<file path="src/rtl/password_entry_if.sv">
// Keypad/display bus for the safe-box password entry controller.
// Handshake: key_valid is a one-cycle pulse qualifying key_code; there is no ready,
// every pulse is accepted, including pulses on back-to-back cycles.
interface password_entry_if;
    logic       key_valid;
    logic [3:0] key_code;
    logic [4:0] p0;
    logic [4:0] p1;
    logic [4:0] p2;
    logic [4:0] p3;
    logic [4:0] p4;
    logic [4:0] p5;
    logic       state;
    logic       unlocked;
    logic       err;
    logic       pw_changed;
    logic       alarm;
    logic [2:0] fail_cnt;
    logic [1:0] mode_dbg;

    modport master (
        output key_valid, key_code,
        input  p0, p1, p2, p3, p4, p5, state, unlocked, err, pw_changed, alarm,
               fail_cnt, mode_dbg
    );

    modport slave (
        input  key_valid, key_code,
        output p0, p1, p2, p3, p4, p5, state, unlocked, err, pw_changed, alarm,
               fail_cnt, mode_dbg
    );
endinterface

</file>
<file path="src/rtl/password_entry.sv">
// Password entry controller: 6-slot entry buffer, stored password compare,
// LOCKED/OPEN/SET_PW/LOCKOUT mode machine with lockout timer.
module password_entry #(
    parameter logic [23:0] DEFAULT_PW  = 24'h123456,
    parameter int unsigned MAX_FAIL    = 3,
    parameter logic [31:0] LOCK_CYCLES = 32'd500_000_000
) (
    input logic             clk,
    input logic             rst_n,
    password_entry_if.slave bus
);

    typedef enum logic [1:0] {
        LOCKED  = 2'd0,
        OPEN    = 2'd1,
        SET_PW  = 2'd2,
        LOCKOUT = 2'd3
    } mode_t;

    localparam logic [2:0] MAX_FAIL_C = 3'(MAX_FAIL);
    localparam logic [4:0] EMPTY      = 5'h1F;

    mode_t       mode_q, mode_d;
    logic [4:0]  slot_q [6];
    logic [4:0]  slot_d [6];
    logic [2:0]  cnt_q, cnt_d;
    logic [23:0] stored_q, stored_d;
    logic [31:0] timer_q, timer_d;
    logic [2:0]  fail_q, fail_d;
    logic        disp_q, disp_d;
    logic        err_q, err_d;
    logic        pwc_q, pwc_d;
    logic        unlocked_q, unlocked_d;
    logic        alarm_q, alarm_d;

    logic        err_ev;
    logic        pwc_ev;
    logic        clr;
    logic        match;
    logic [2:0]  fail_inc;

    // State register process
    always_ff @(posedge clk or negedge rst_n) begin
        if (!rst_n) begin
            mode_q     <= LOCKED;
            for (int i = 0; i < 6; i++) slot_q[i] <= EMPTY;
            cnt_q      <= 3'd0;
            stored_q   <= DEFAULT_PW;
            timer_q    <= 32'd0;
            fail_q     <= 3'd0;
            disp_q     <= 1'b0;
            err_q      <= 1'b0;
            pwc_q      <= 1'b0;
            unlocked_q <= 1'b0;
            alarm_q    <= 1'b0;
        end else begin
            mode_q     <= mode_d;
            for (int i = 0; i < 6; i++) slot_q[i] <= slot_d[i];
            cnt_q      <= cnt_d;
            stored_q   <= stored_d;
            timer_q    <= timer_d;
            fail_q     <= fail_d;
            disp_q     <= disp_d;
            err_q      <= err_d;
            pwc_q      <= pwc_d;
            unlocked_q <= unlocked_d;
            alarm_q    <= alarm_d;
        end
    end

    // Next-state process: mode plus buffer/password/timer datapath
    always_comb begin
        mode_d   = mode_q;
        for (int i = 0; i < 6; i++) slot_d[i] = slot_q[i];
        cnt_d    = cnt_q;
        stored_d = stored_q;
        timer_d  = timer_q;
        fail_d   = fail_q;
        disp_d   = disp_q;
        err_ev   = 1'b0;
        pwc_ev   = 1'b0;
        clr      = 1'b0;

        match = (cnt_q == 3'd6);
        for (int i = 0; i < 6; i++) begin
            if (slot_q[i][3:0] != stored_q[23 - 4*i -: 4]) match = 1'b0;
        end
        fail_inc = (fail_q < MAX_FAIL_C) ? fail_q + 3'd1 : fail_q;

        if (mode_q == LOCKOUT) begin
            // Keys are dropped for the whole lockout, including its final cycle.
            clr = 1'b1;
            if (timer_q == 32'd0) begin
                mode_d = LOCKED;
                fail_d = 3'd0;
            end else begin
                timer_d = timer_q - 32'd1;
            end
        end else if (bus.key_valid) begin
            case (bus.key_code)
                4'hA: begin
                    if (cnt_q != 3'd0) begin
                        slot_d[cnt_q - 3'd1] = EMPTY;
                        cnt_d = cnt_q - 3'd1;
                    end
                end
                4'hB: clr = 1'b1;
                4'hC: begin
                    if (mode_q == LOCKED) begin
                        clr = 1'b1;
                        if (match) begin
                            mode_d = OPEN;
                            fail_d = 3'd0;
                        end else begin
                            err_ev = 1'b1;
                            fail_d = fail_inc;
                            if (fail_inc == MAX_FAIL_C) begin
                                mode_d  = LOCKOUT;
                                timer_d = LOCK_CYCLES - 32'd1;
                            end
                        end
                    end else if (mode_q == SET_PW) begin
                        clr = 1'b1;
                        if (cnt_q == 3'd6) begin
                            stored_d = {slot_q[0][3:0], slot_q[1][3:0], slot_q[2][3:0],
                                        slot_q[3][3:0], slot_q[4][3:0], slot_q[5][3:0]};
                            pwc_ev   = 1'b1;
                            mode_d   = OPEN;
                        end else begin
                            err_ev = 1'b1;
                        end
                    end
                end
                4'hD: disp_d = ~disp_q;
                4'hE: begin
                    if (mode_q == OPEN) begin
                        mode_d = SET_PW;
                        clr    = 1'b1;
                    end
                end
                4'hF: begin
                    clr    = 1'b1;
                    mode_d = LOCKED;
                end
                default: begin
                    if (cnt_q < 3'd6) begin
                        slot_d[cnt_q] = {1'b0, bus.key_code};
                        cnt_d = cnt_q + 3'd1;
                    end
                end
            endcase
        end

        if (clr) begin
            for (int i = 0; i < 6; i++) slot_d[i] = EMPTY;
            cnt_d = 3'd0;
        end
    end

    // Output process: registered flags follow the next mode so they move with mode_q
    always_comb begin
        unlocked_d = (mode_d == OPEN) || (mode_d == SET_PW);
        alarm_d    = (mode_d == LOCKOUT);
        err_d      = err_ev;
        pwc_d      = pwc_ev;
    end

    assign bus.p0         = slot_q[0];
    assign bus.p1         = slot_q[1];
    assign bus.p2         = slot_q[2];
    assign bus.p3         = slot_q[3];
    assign bus.p4         = slot_q[4];
    assign bus.p5         = slot_q[5];
    assign bus.state      = disp_q;
    assign bus.unlocked   = unlocked_q;
    assign bus.err        = err_q;
    assign bus.pw_changed = pwc_q;
    assign bus.alarm      = alarm_q;
    assign bus.fail_cnt   = fail_q;
    assign bus.mode_dbg   = mode_q;

endmodule
</file>
<file path="src/flat_wrapper.sv">
// flat-port wrapper written by rule: the top's interface ports become plain ports
module password_entry_flat 
#(
    parameter logic [23:0] DEFAULT_PW  = 24'h123456,
    parameter int unsigned MAX_FAIL    = 3,
    parameter logic [31:0] LOCK_CYCLES = 32'd500_000_000
)
  (clk, rst_n, bus_key_valid, bus_key_code, bus_p0, bus_p1, bus_p2, bus_p3, bus_p4, bus_p5, bus_state, bus_unlocked, bus_err, bus_pw_changed, bus_alarm, bus_fail_cnt, bus_mode_dbg);
  password_entry_if bus_i ();
  input logic clk;
  input logic rst_n;
  input wire logic [$bits(bus_i.key_valid)-1:0] bus_key_valid;
  input wire logic [$bits(bus_i.key_code)-1:0] bus_key_code;
  output wire logic [$bits(bus_i.p0)-1:0] bus_p0;
  output wire logic [$bits(bus_i.p1)-1:0] bus_p1;
  output wire logic [$bits(bus_i.p2)-1:0] bus_p2;
  output wire logic [$bits(bus_i.p3)-1:0] bus_p3;
  output wire logic [$bits(bus_i.p4)-1:0] bus_p4;
  output wire logic [$bits(bus_i.p5)-1:0] bus_p5;
  output wire logic [$bits(bus_i.state)-1:0] bus_state;
  output wire logic [$bits(bus_i.unlocked)-1:0] bus_unlocked;
  output wire logic [$bits(bus_i.err)-1:0] bus_err;
  output wire logic [$bits(bus_i.pw_changed)-1:0] bus_pw_changed;
  output wire logic [$bits(bus_i.alarm)-1:0] bus_alarm;
  output wire logic [$bits(bus_i.fail_cnt)-1:0] bus_fail_cnt;
  output wire logic [$bits(bus_i.mode_dbg)-1:0] bus_mode_dbg;
  assign bus_i.key_valid = bus_key_valid;
  assign bus_i.key_code = bus_key_code;
  assign bus_p0 = bus_i.p0;
  assign bus_p1 = bus_i.p1;
  assign bus_p2 = bus_i.p2;
  assign bus_p3 = bus_i.p3;
  assign bus_p4 = bus_i.p4;
  assign bus_p5 = bus_i.p5;
  assign bus_state = bus_i.state;
  assign bus_unlocked = bus_i.unlocked;
  assign bus_err = bus_i.err;
  assign bus_pw_changed = bus_i.pw_changed;
  assign bus_alarm = bus_i.alarm;
  assign bus_fail_cnt = bus_i.fail_cnt;
  assign bus_mode_dbg = bus_i.mode_dbg;
  password_entry #(.DEFAULT_PW(DEFAULT_PW), .MAX_FAIL(MAX_FAIL), .LOCK_CYCLES(LOCK_CYCLES)) u_core (.clk(clk), .rst_n(rst_n), .bus(bus_i));
endmodule
</file>
<file path="config.mk">
export PLATFORM = sky130hd
export DESIGN_NAME = password_entry_flat
export DESIGN_NICKNAME = d
export VERILOG_FILES = /design/src/rtl/password_entry_if.sv /design/src/rtl/password_entry.sv /design/src/flat_wrapper.sv
export SDC_FILE = /design/constraint.sdc
export NUM_CORES = 1
export LEC_CHECK = 0
export BUFFER_PORTS_ARGS = -buffer_cell sky130_fd_sc_hd__buf_2
export CAP_MARGIN = 20
export CORE_ASPECT_RATIO = 1.4
export CORE_MARGIN = 2
export CORE_UTILIZATION = 54
export DETAILED_ROUTE_END_ITERATION = 10
export PLACE_DENSITY = 0.76
export RECOVER_POWER = 50
export SLEW_MARGIN = 10
export SYNTH_ARGS = -nofsm -noshare
export SYNTH_HDL_FRONTEND = slang
export SYNTH_SLANG_ARGS = --single-unit
</file>
<file path="constraint.sdc">
create_clock -name clk -period 2.67 [get_ports clk]
set_clock_uncertainty 0.15 [all_clocks]
set_input_delay 0.534 -clock clk [delete_from_list [all_inputs] [get_ports clk]]
set_output_delay 0.534 -clock clk [all_outputs]
set_load 0.01 [all_outputs]
</file>
==> flow_summary.yaml, run 1 <==
run_status:
  run_status: "complete, but fails checks"
  violations: "setup timing"
clock_tree:
  clock_insertion_delay_worst_skew_ps: 350
  tritoncts_clock_tree: "done"
  clock_sink_count: 99
  clk_root_buffer_cell: "clkbuf_16"
  cts.htree.levels: 3
  ctsLongestPathBuffers: 2
  clk_pin_slew_ps: 80
  ctsHoldBuffers: 0
  number_of_cts_inserted_buffers: 9
timing:
  final-setup-viol-count: 2
  maxSlewHeadroom_pct: 19.6
  layout_worst_path_cycle_share_pct: 102
  finalWorstPathRequiredPeriod_ps: 2730
  finalHoldViolCount: 0
  grt_setup_unrepaired: "true"
  clock.fmax_ghz: 0.366
  timing.final.ws_setup_ps: -58.9
  finalMaxSlewViolations: 0
  fin_worst_hold_slack_ps: 266
  worstMarginPinSlew_ps: 1210
setup_path:
  cp_data_required_time_ps: 2760
  critical-path-slowest-cell: "or4_4"
  critPathArrivalTime_ps: 2820
  worstPathMaxFanout: 3
  timing_worst_setup_path_type: "register to register"
  slowest_delay_ps: 540
  timing.critical_path.from_type: "register"
  cp-end-kind: "register"
  crit_path_cell_trace: "or4_4, nand4b_4, or4b_4, or3_4, or3_4, mux2i_1"
  reg2reg_slack_ps: -60
  most_common_cell_type_on_the_critical_path: "or3_4"
place:
  dpl-instance-area_sq_um: 6340
  detailedPlacementHpwl_um: 10200
  detailedPlace.worstSlack_ps: -122
  rd_place_congestion: 0.912
  place.port_buffers: 46
logic_synthesis:
  synth-seq-area-share_pct: 46.9
  syn-cell-area_sq_um: 5390
  post_syn_nets: 588
  share_of_flip_flops_with_an_asynchronous_set_or_reset_after_synthesis_pct: 100
  synthTopCellsByArea: "dfrtp_1 28%, dfstp_2 19%, mux2_2 5.0%"
  yosys.area.top_type: "dfrtp_1"
  ys_seq_elements: 99
  synth_edf_count: 0
  postSynthCellCount: 568
  synth_top_cell_area_share_pct: 27.9
  average_size_of_a_mapped_cell_sq_um: 9.49
  yosysWarningCount: 0
  ys_dominant_reg_cell: "dfrtp_1"
  post_synth_num_cell_types: 54
global_route:
  grt_first_pass_wirelength_um: 22700
  grt_pass1_vias: 4787
  grt_use_total_pct: 27.3
  grt.overflow.total: 0
  number_of_antenna_violations_at_the_first_check_in_global_routing: 0
  pin_count_of_the_biggest_net_entering_global_routing: 49
die:
  floorplan.die_area_sq_um: 10800
  core-area_sq_um: 9790
  top_level_ports: 47
  initial_utilization_pct: 55.0
  floorplan.die.width_um: 88.4
  rows: 43
  chipHeight_um: 122
final_layout:
  n_antenna_cell: 0
  area.sequential_sq_um: 2530
  mostFrequentLayoutCells: "71 x buf_4, 65 x nor2_1, 60 x dfrtp_1"
  final_core_util_pct: 69.7
  multi_input_area_sq_um: 2910
  layout_commonest_cell: "buf_4"
  final_net_count: 700
  fillers: 779
  post_route_cells_drive_above_1_share_pct: 32.7
  flow.area_growth_from_synthesis_pct: 26.6
  finalInstanceArea_sq_um: 6820
power_and_ir_drop:
  design_power_uw: 5210
  cellLeakagePower_uw: 0.00311
  vdd.ir_drop.worst_v: 0.000588
  p_per_area_nw_per_um2: 764
detailed_routing:
  wl_um: 14100
  detailroute.via_count: 4765
  via_per_inst: 5.81
  top_layer: "met4"
  drt_pass1_iterations: 4
  drc: 0
  met3_length_um: 639
  detail_route.wl_per_cell_um: 17.2
  detailroute.wirelength.met2_um: 7600
  antenna_violating_nets_post_route: 0
  met1_layer_wirelength_in_the_final_routing_um: 5270
  detailedRoute.firstIterationViolations: 229
job:
  drv_cap: 0
hold_path:
  hold_path_class: "input port to asynchronous set/reset pin"
## layer usage
metal  vias to the layer above  track usage, %
met5                         -               0
met4                         0            13.0
met3                        47            5.28
met2                       136            48.4
met1                      2334            30.8
li1                       2248               -
## worst max-delay path: cells and delay by family (launching register included)
kind             cells  cell delay, ps
DFF                  1             390
and+or+nand+nor      5            1960
muxes                1             130
## synth_stat cells (all sizes together), types with 6 or more instances
| cell | instances |
|---|---|
| a21oi | 46 |
| or3 | 8 |
| clkbuf | 24 |
| nand2 | 51 |
| xnor2 | 11 |
| nor3 | 19 |
| ha | 13 |
| dfstp | 39 |
| mux2i | 11 |
| nor2 | 66 |
| inv | 15 |
| nand4 | 6 |
| a31oi | 14 |
| and3 | 7 |
| a21o | 10 |
| xor2 | 17 |
| nand3 | 16 |
| mux2 | 24 |
| dfrtp | 60 |
| or4 | 6 |
| o21ai | 26 |
| nand2b | 17 |
| nor4 | 15 |
## area by class of cell
class | instances | area share [%]
clock buffer | 9 | 3.30
tap | 135 | 2.48
multi-input combinational | 428 | 42.7
sequential | 99 | 37.0
inverter | 15 | 0.825
timing repair buffer | 127 | 12.5
clock inverter | 7 | 1.16
## final timing paths
check,cells after the start,start,endpoint
min in group clk,1,u_core.bus.state$_DFFE_PN0P_,u_core.bus.state$_DFFE_PN0P_
hold / removal,1,rst_n,u_core.bus.state$_DFFE_PN0P_
hold reg to reg,1,u_core.bus.state$_DFFE_PN0P_,u_core.bus.state$_DFFE_PN0P_
setup / recovery,6,u_core.timer_q[7]$_DFFE_PN0P_,u_core.timer_q[25]$_DFFE_PN0P_
max in group asynchronous,2,rst_n,u_core.bus.err$_DFF_PN0_
setup reg to reg,6,u_core.timer_q[7]$_DFFE_PN0P_,u_core.timer_q[25]$_DFFE_PN0P_
## registers in the layout, indices dropped and copies added (netlist names)
register / cells
u_core.bus.p0: 5
u_core.bus.unlocked: 1
u_core.bus.fail_cnt: 3
u_core.bus.p1: 5
u_core.timer_q: 32
u_core.bus.mode_dbg: 2
u_core.stored_q: 24
u_core.bus.p3: 5
u_core.bus.err: 1
u_core.bus.state: 1
u_core.bus.alarm: 1
u_core.bus.p5: 5
u_core.bus.pw_changed: 1
u_core.bus.p4: 5
u_core.bus.p2: 5
u_core.cnt_q: 3
## through the flow
| step | instances | setup TNS (ps) |
|---|---|---|
| after floorplan | 568 | 0 |
| after CTS | 816 | -75.5 |
| final | 820 | -97.9 |
| after detailed placement | 796 | -695 |
| after global routing | 820 | -408 |
| after global placement | 796 | -252 |
## cell families (layout without fill, tap and decap cells)
logic type | count (synthesis) | count (layout) | share of synthesized area (%)
and+or+nand+nor | 233 | 233 | 22.4
muxes | 35 | 35 | 7.06
buffers and inverters | 41 | 158 | 2.88
xor gates and xnor gates | 28 | 28 | 4.55
AOI/OAI and AO/OA | 119 | 119 | 13.2
DFF | 99 | 99 | 46.9
adders and majority gates | 13 | 13 | 3.02
## power by group
part	switching [uW]	internal [uW]	total (uW)
clock	647	665	1310
combinational	1040	765	1800
sequential	223	1880	2100
total	1900	3310	5210
## repair_timing
item	4_1_cts	5_1_grt
gates cloned	0	0
resized for setup	6	23
pin swaps	3	6
setup endpoints to repair	26	32
setup buffers	4	4
(Power assumes the default switching activity.)
==> run 2: changes to the inputs <==
==> constraint.sdc (replaced) <==
create_clock -name clk -period 2.67 [get_ports clk]
set_clock_uncertainty 0.15 [all_clocks]
set_input_delay 0 -clock clk [delete_from_list [all_inputs] [get_ports clk]]
set_output_delay 0 -clock clk [all_outputs]
set_load 0.01 [all_outputs]
==> run 2 against run 1 <==
Combinational power grew 6%. Die area unchanged. The run ends with hold timing, setup timing left. Hold slack worse by 280 ps.
==> flow_summary.yaml, run 2 (synthesis gave the netlist of run 1 again) <==
final_layout:
  largest_registers: "u_core.timer_q: 32 flops, u_core.stored_q: 24 flops"
  layout_commonest_cell: "buf_4"
  largest_register_ff_count: 32
  mostFrequentLayoutCells: "74 x buf_4, 63 x nor2_1, 58 x dfrtp_1"
  finalInstanceArea_sq_um: 6920
  final_net_count: 705
  n_antenna_cell: 0
  post_route_cells_drive_above_1_share_pct: 34.1
  flow.area_growth_from_synthesis_pct: 28.4
  largest_register: "u_core.timer_q"
  stdcell_count: 825
die:
  floorplan.die_area_sq_um: 10800
  initial_utilization_pct: 55.0
  floorplan.die.width_um: 88.4
  top_level_ports: 47
  core-area_sq_um: 9790
  rows: 43
  chipHeight_um: 122
clock_tree:
  clk_pin_slew_ps: 70
  clk_root_buffer_cell: "clkbuf_16"
  clock_insertion_delay_worst_skew_ps: 350
  number_of_cts_inserted_buffers: 9
  cts.htree.levels: 3
  clock_sink_count: 99
  ctsLongestPathBuffers: 2
  tritoncts_clock_tree: "done"
timing:
  clock.fmax_ghz: 0.369
  finalHoldViolCount: 1
  finalMaxSlewViolations: 0
  worstMarginPinSlew_ps: 1430
  final-setup-viol-count: 3
  timing.final.ws_setup_ps: -42.1
  grt_setup_unrepaired: "true"
  layout_worst_path_cycle_share_pct: 102
  fin_worst_hold_slack_ps: -9.99
  maxSlewHeadroom_pct: 4.36
  finalWorstPathRequiredPeriod_ps: 2710
detailed_routing:
  wl_um: 14900
  detailedRoute.firstIterationViolations: 219
  detail_route.wl_per_cell_um: 18.0
  via_per_inst: 5.96
  drt_pass1_iterations: 5
  antenna_violating_nets_post_route: 0
  detailroute.via_count: 4917
  drc: 0
hold_path:
  hold_path_class: "input port to register"
setup_path:
  cp_data_required_time_ps: 2760
  timing_worst_setup_path_type: "register to register"
  timing.critical_path.from_type: "register"
  cp-end-kind: "register"
  critPathArrivalTime_ps: 2800
  worstPathMaxFanout: 3
power_and_ir_drop:
  vdd.ir_drop.worst_v: 0.000573
  cellLeakagePower_uw: 0.00311
  p_per_area_nw_per_um2: 786
global_route:
  grt_use_total_pct: 29.4
  pin_count_of_the_biggest_net_entering_global_routing: 58
  grt.overflow.total: 0
  number_of_antenna_violations_at_the_first_check_in_global_routing: 0
  grt_pass1_vias: 4932
  grt_first_pass_wirelength_um: 24200
run_status:
  run_status: "complete, but fails checks"
  violations: "hold timing, setup timing"
place:
  rd_place_congestion: 0.898
  placed_instances: 795
  detailedPlacementHpwl_um: 10200
  place.port_buffers: 46
  dpl-instance-area_sq_um: 6290
job:
  drv_cap: 0
[run 2: cell type report]
class | instances | area (sq um)
multi-input cells | 429 | 2950
fillers | 720 | 2870
clock inverters | 7 | 104
clock buffers | 9 | 225
flip-flops and latches | 99 | 2530
repair buffers | 131 | 887
inverters | 15 | 58.8
well taps | 135 | 169
[run 2: per-layer routing]
| metal | global-route usage, % | share of wire (%) | up-vias |
|---|---|---|---|
| met4 | 17.6 | 5.5 | 0 |
| li1 | - | - | 2257 |
| met1 | 33.2 | 38 | 2427 |
| met2 | 51.1 | 52 | 175 |
| met5 | 0 | 0 | - |
| met3 | 4.67 | 4.2 | 58 |
[run 2: worst paths after layout]
check,startpoint,end,slack (ps),cells after the start
max in group asynchronous,rst_n,u_core.bus.mode_dbg[1]$_DFF_PN0_,560,3
hold reg to reg,u_core.timer_q[11]$_DFFE_PN0P_,u_core.timer_q[11]$_DFFE_PN0P_,380,1
setup reg to reg,u_core.timer_q[7]$_DFFE_PN0P_,u_core.timer_q[25]$_DFFE_PN0P_,-40,6
setup / recovery,u_core.timer_q[7]$_DFFE_PN0P_,u_core.timer_q[25]$_DFFE_PN0P_,-40,6
min in group asynchronous,rst_n,u_core.timer_q[25]$_DFFE_PN0P_,380,2
hold / removal,bus_key_valid,u_core.cnt_q[2]$_DFFE_PN0P_,-10,3
[run 2: per-stage QoR]
step	power, uW	utilization, %	setup TNS (ps)	hold WS, ps	setup WS [ps]
after global placement	3860	64.2	-2480	-33.7	-146
after detailed placement	3920	64.2	-6990	-28.3	-346
after floorplan	3050	-	0	-446	7.87
after CTS	5420	69.5	-41.9	0.934	-28.7
final	5440	70.6	-66.2	-9.99	-42.1
after global routing	5720	70.6	-2560	27.7	-136
[run 2: report_power, final]
group          switching (uW)  leakage [uW]  internal (uW)  total, uW
Combinational            1110       0.00178            802       1910
Clock                     618      0.000163            839       1460
Sequential                201       0.00116           1870       2070
Total                    1930       0.00311           3510       5440
[run 2: timing repair]
item,CTS,global route
resized for setup,17,37
pin swaps,7,19
hold buffers,4,0
setup buffers,8,2
setup endpoints to repair,34,43
gates cloned,1,0
endpoints found under the hold margin,52,0
[run 2: worst max-delay path, stage by stage (launching register included)]
cell and delay, ps:
dfrtp_1 380, or4_4 530, nand4b_4 190, or4b_4 530, or3_4 360, or3_4 330, mux2i_1 130
==> run 3: changes to the inputs <==
--- a/config.mk
+++ b/config.mk
@@ -9,9 +9,8 @@
 export CAP_MARGIN = 20
 export CORE_ASPECT_RATIO = 1.4
 export CORE_MARGIN = 2
-export CORE_UTILIZATION = 54
+export CORE_UTILIZATION = 38
 export DETAILED_ROUTE_END_ITERATION = 10
-export PLACE_DENSITY = 0.76
 export RECOVER_POWER = 50
 export SLEW_MARGIN = 10
 export SYNTH_ARGS = -nofsm -noshare
==> run 3 against run 2 <==
The run still ends with hold timing, setup timing left. Hold slack worse by 7.6 ps. Combinational power hardly changed. Routed wire length rose by 3.5%. Critical path type unchanged.
==> flow_summary.yaml, run 3 (synthesis gave the netlist of run 1 again) <==
place:
  place.port_buffers: 46
  rd_place_congestion: 0.927
  detailedPlacementHpwl_um: 10400
  placed_instances: 851
setup_path:
  worstPathMaxFanout: 3
  timing.critical_path.from_type: "register"
  critPathArrivalTime_ps: 2830
  timing_worst_setup_path_type: "register to register"
  cp-end-kind: "register"
  cp_data_required_time_ps: 2770
final_layout:
  largest_register: "u_core.timer_q"
  n_antenna_cell: 0
  flow.area_growth_from_synthesis_pct: 32.7
  stdcell_count: 887
  largest_register_ff_count: 32
  final_net_count: 717
  layout_commonest_cell: "buf_4"
  fillers: 1305
  mostFrequentLayoutCells: "79 x buf_4, 64 x nor2_1, 58 x dfrtp_1"
  final_core_util_pct: 51.4
  largest_registers: "u_core.timer_q: 32 flops, u_core.stored_q: 24 flops"
  post_route_cells_drive_above_1_share_pct: 35.9
global_route:
  pin_count_of_the_biggest_net_entering_global_routing: 57
  number_of_antenna_violations_at_the_first_check_in_global_routing: 0
  grt_first_pass_wirelength_um: 24000
  grt_use_total_pct: 20.3
  grt_pass1_vias: 4727
  grt.overflow.total: 0
detailed_routing:
  wl_um: 15400
  drt_pass1_iterations: 6
  via_per_inst: 5.38
  drc: 0
  detailedRoute.firstIterationViolations: 265
  detail_route.wl_per_cell_um: 17.4
  antenna_violating_nets_post_route: 0
  detailroute.via_count: 4769
power_and_ir_drop:
  p_per_area_nw_per_um2: 739
  cellLeakagePower_uw: 0.00321
  design_power_uw: 5290
  vdd.ir_drop.worst_v: 0.000462
die:
  initial_utilization_pct: 38.7
  floorplan.die_area_sq_um: 15200
  floorplan.die.width_um: 105
  rows: 51
  chipHeight_um: 145
  core-area_sq_um: 13900
  top_level_ports: 47
clock_tree:
  clock_sink_count: 99
  clock_insertion_delay_worst_skew_ps: 360
  ctsLongestPathBuffers: 2
  clk_pin_slew_ps: 70
  clk_root_buffer_cell: "clkbuf_16"
  tritoncts_clock_tree: "done"
  cts.htree.levels: 3
  number_of_cts_inserted_buffers: 9
timing:
  finalHoldViolCount: 2
  finalMaxSlewViolations: 0
  layout_worst_path_cycle_share_pct: 102
  timing.final.ws_setup_ps: -62.0
  grt_setup_unrepaired: "true"
  finalWorstPathRequiredPeriod_ps: 2730
  final-setup-viol-count: 5
  fin_worst_hold_slack_ps: -17.6
  worstMarginPinSlew_ps: 1440
  maxSlewHeadroom_pct: 3.70
  clock.fmax_ghz: 0.366
hold_path:
  hold_path_class: "input port to register"
job:
  drv_cap: 0
run_status:
  violations: "hold timing, setup timing"
  run_status: "complete, but fails checks"
[run 3: cell count changes in the layout (fill, tap and decap cells not counted), sizes merged]
cell         delta
buf            +11
clkinv          +4
inv             -3
a21oi           +2
bufinv          -2
clkbuf          -2
clkinvlp        +1
dlygate4sd3     +1
[run 3: worst max-delay path, stage by stage, from the launching register on]
cell      delay, ps
dfrtp_1         380
or4_4           550
nand4b_4        200
or4b_4          520
or3_4           390
a21oi_4         170
nand4_1         110
a21boi_1        140
[run 3: routing by layer]
layer	global-route usage, %	share of wire, %	up-vias
met1	22.7	40	2350
met2	37.5	53	96
met4	10.3	3.8	0
li1	-	-	2288
met5	0	0	-
met3	3.27	3.4	35
[run 3: final cells by class]
class	count	area (sq um)	share of cell area (%)
clock buffers	9	225	3.15
clock inverters	7	70.1	0.980
well taps	185	231	3.24
multi-input cells	431	3040	42.6
repair buffers	141	991	13.9
inverters	15	58.8	0.823
flip-flops and latches	99	2530	35.4
[run 3: per-stage QoR]
step / setup TNS [ps] / area (sq um) / worst slack [ps]
CTS: -70.2 / 6840 / -40.5
floorplan: 0 / 5410 / 7.87
finish: -129 / 7150 / -62.0
global placement: -4370 / 6410 / -190
detailed placement: -6680 / 6410 / -327
global route: -1630 / 7150 / -141
[run 3: path summary, 6_finish.rpt]
| check | start | endpoint | slack, ps | cells after the start |
|---|---|---|---|---|
| max reg2reg | u_core.timer_q[7]$_DFFE_PN0P_ | u_core.timer_q[27]$_DFFE_PN0P_ | -60 | 7 |
| min reg2reg | u_core.bus.state$_DFFE_PN0P_ | u_core.bus.state$_DFFE_PN0P_ | 330 | 1 |
| max in group asynchronous | rst_n | u_core.bus.mode_dbg[0]$_DFF_PN0_ | 550 | 3 |
| min | bus_key_valid | u_core.cnt_q[2]$_DFFE_PN0P_ | -20 | 3 |
| max | u_core.timer_q[7]$_DFFE_PN0P_ | u_core.timer_q[27]$_DFFE_PN0P_ | -60 | 7 |
| min in group asynchronous | rst_n | u_core.bus.state$_DFFE_PN0P_ | 380 | 2 |
[run 3: what timing repair did]
item                                    in CTS  in global routing
pin swaps                                    4                 25
resized for setup                           12                 56
buffers inserted                             5                  9
hold buffers                                 5                  0
gates cloned                                 0                  3
endpoints found under the hold margin       69                  0
endpoints found under the setup margin      33                 36
[run 3: power by group]
part	internal [uW]	switching (uW)
combinational	844	1090
clock	655	642
sequential	1870	194
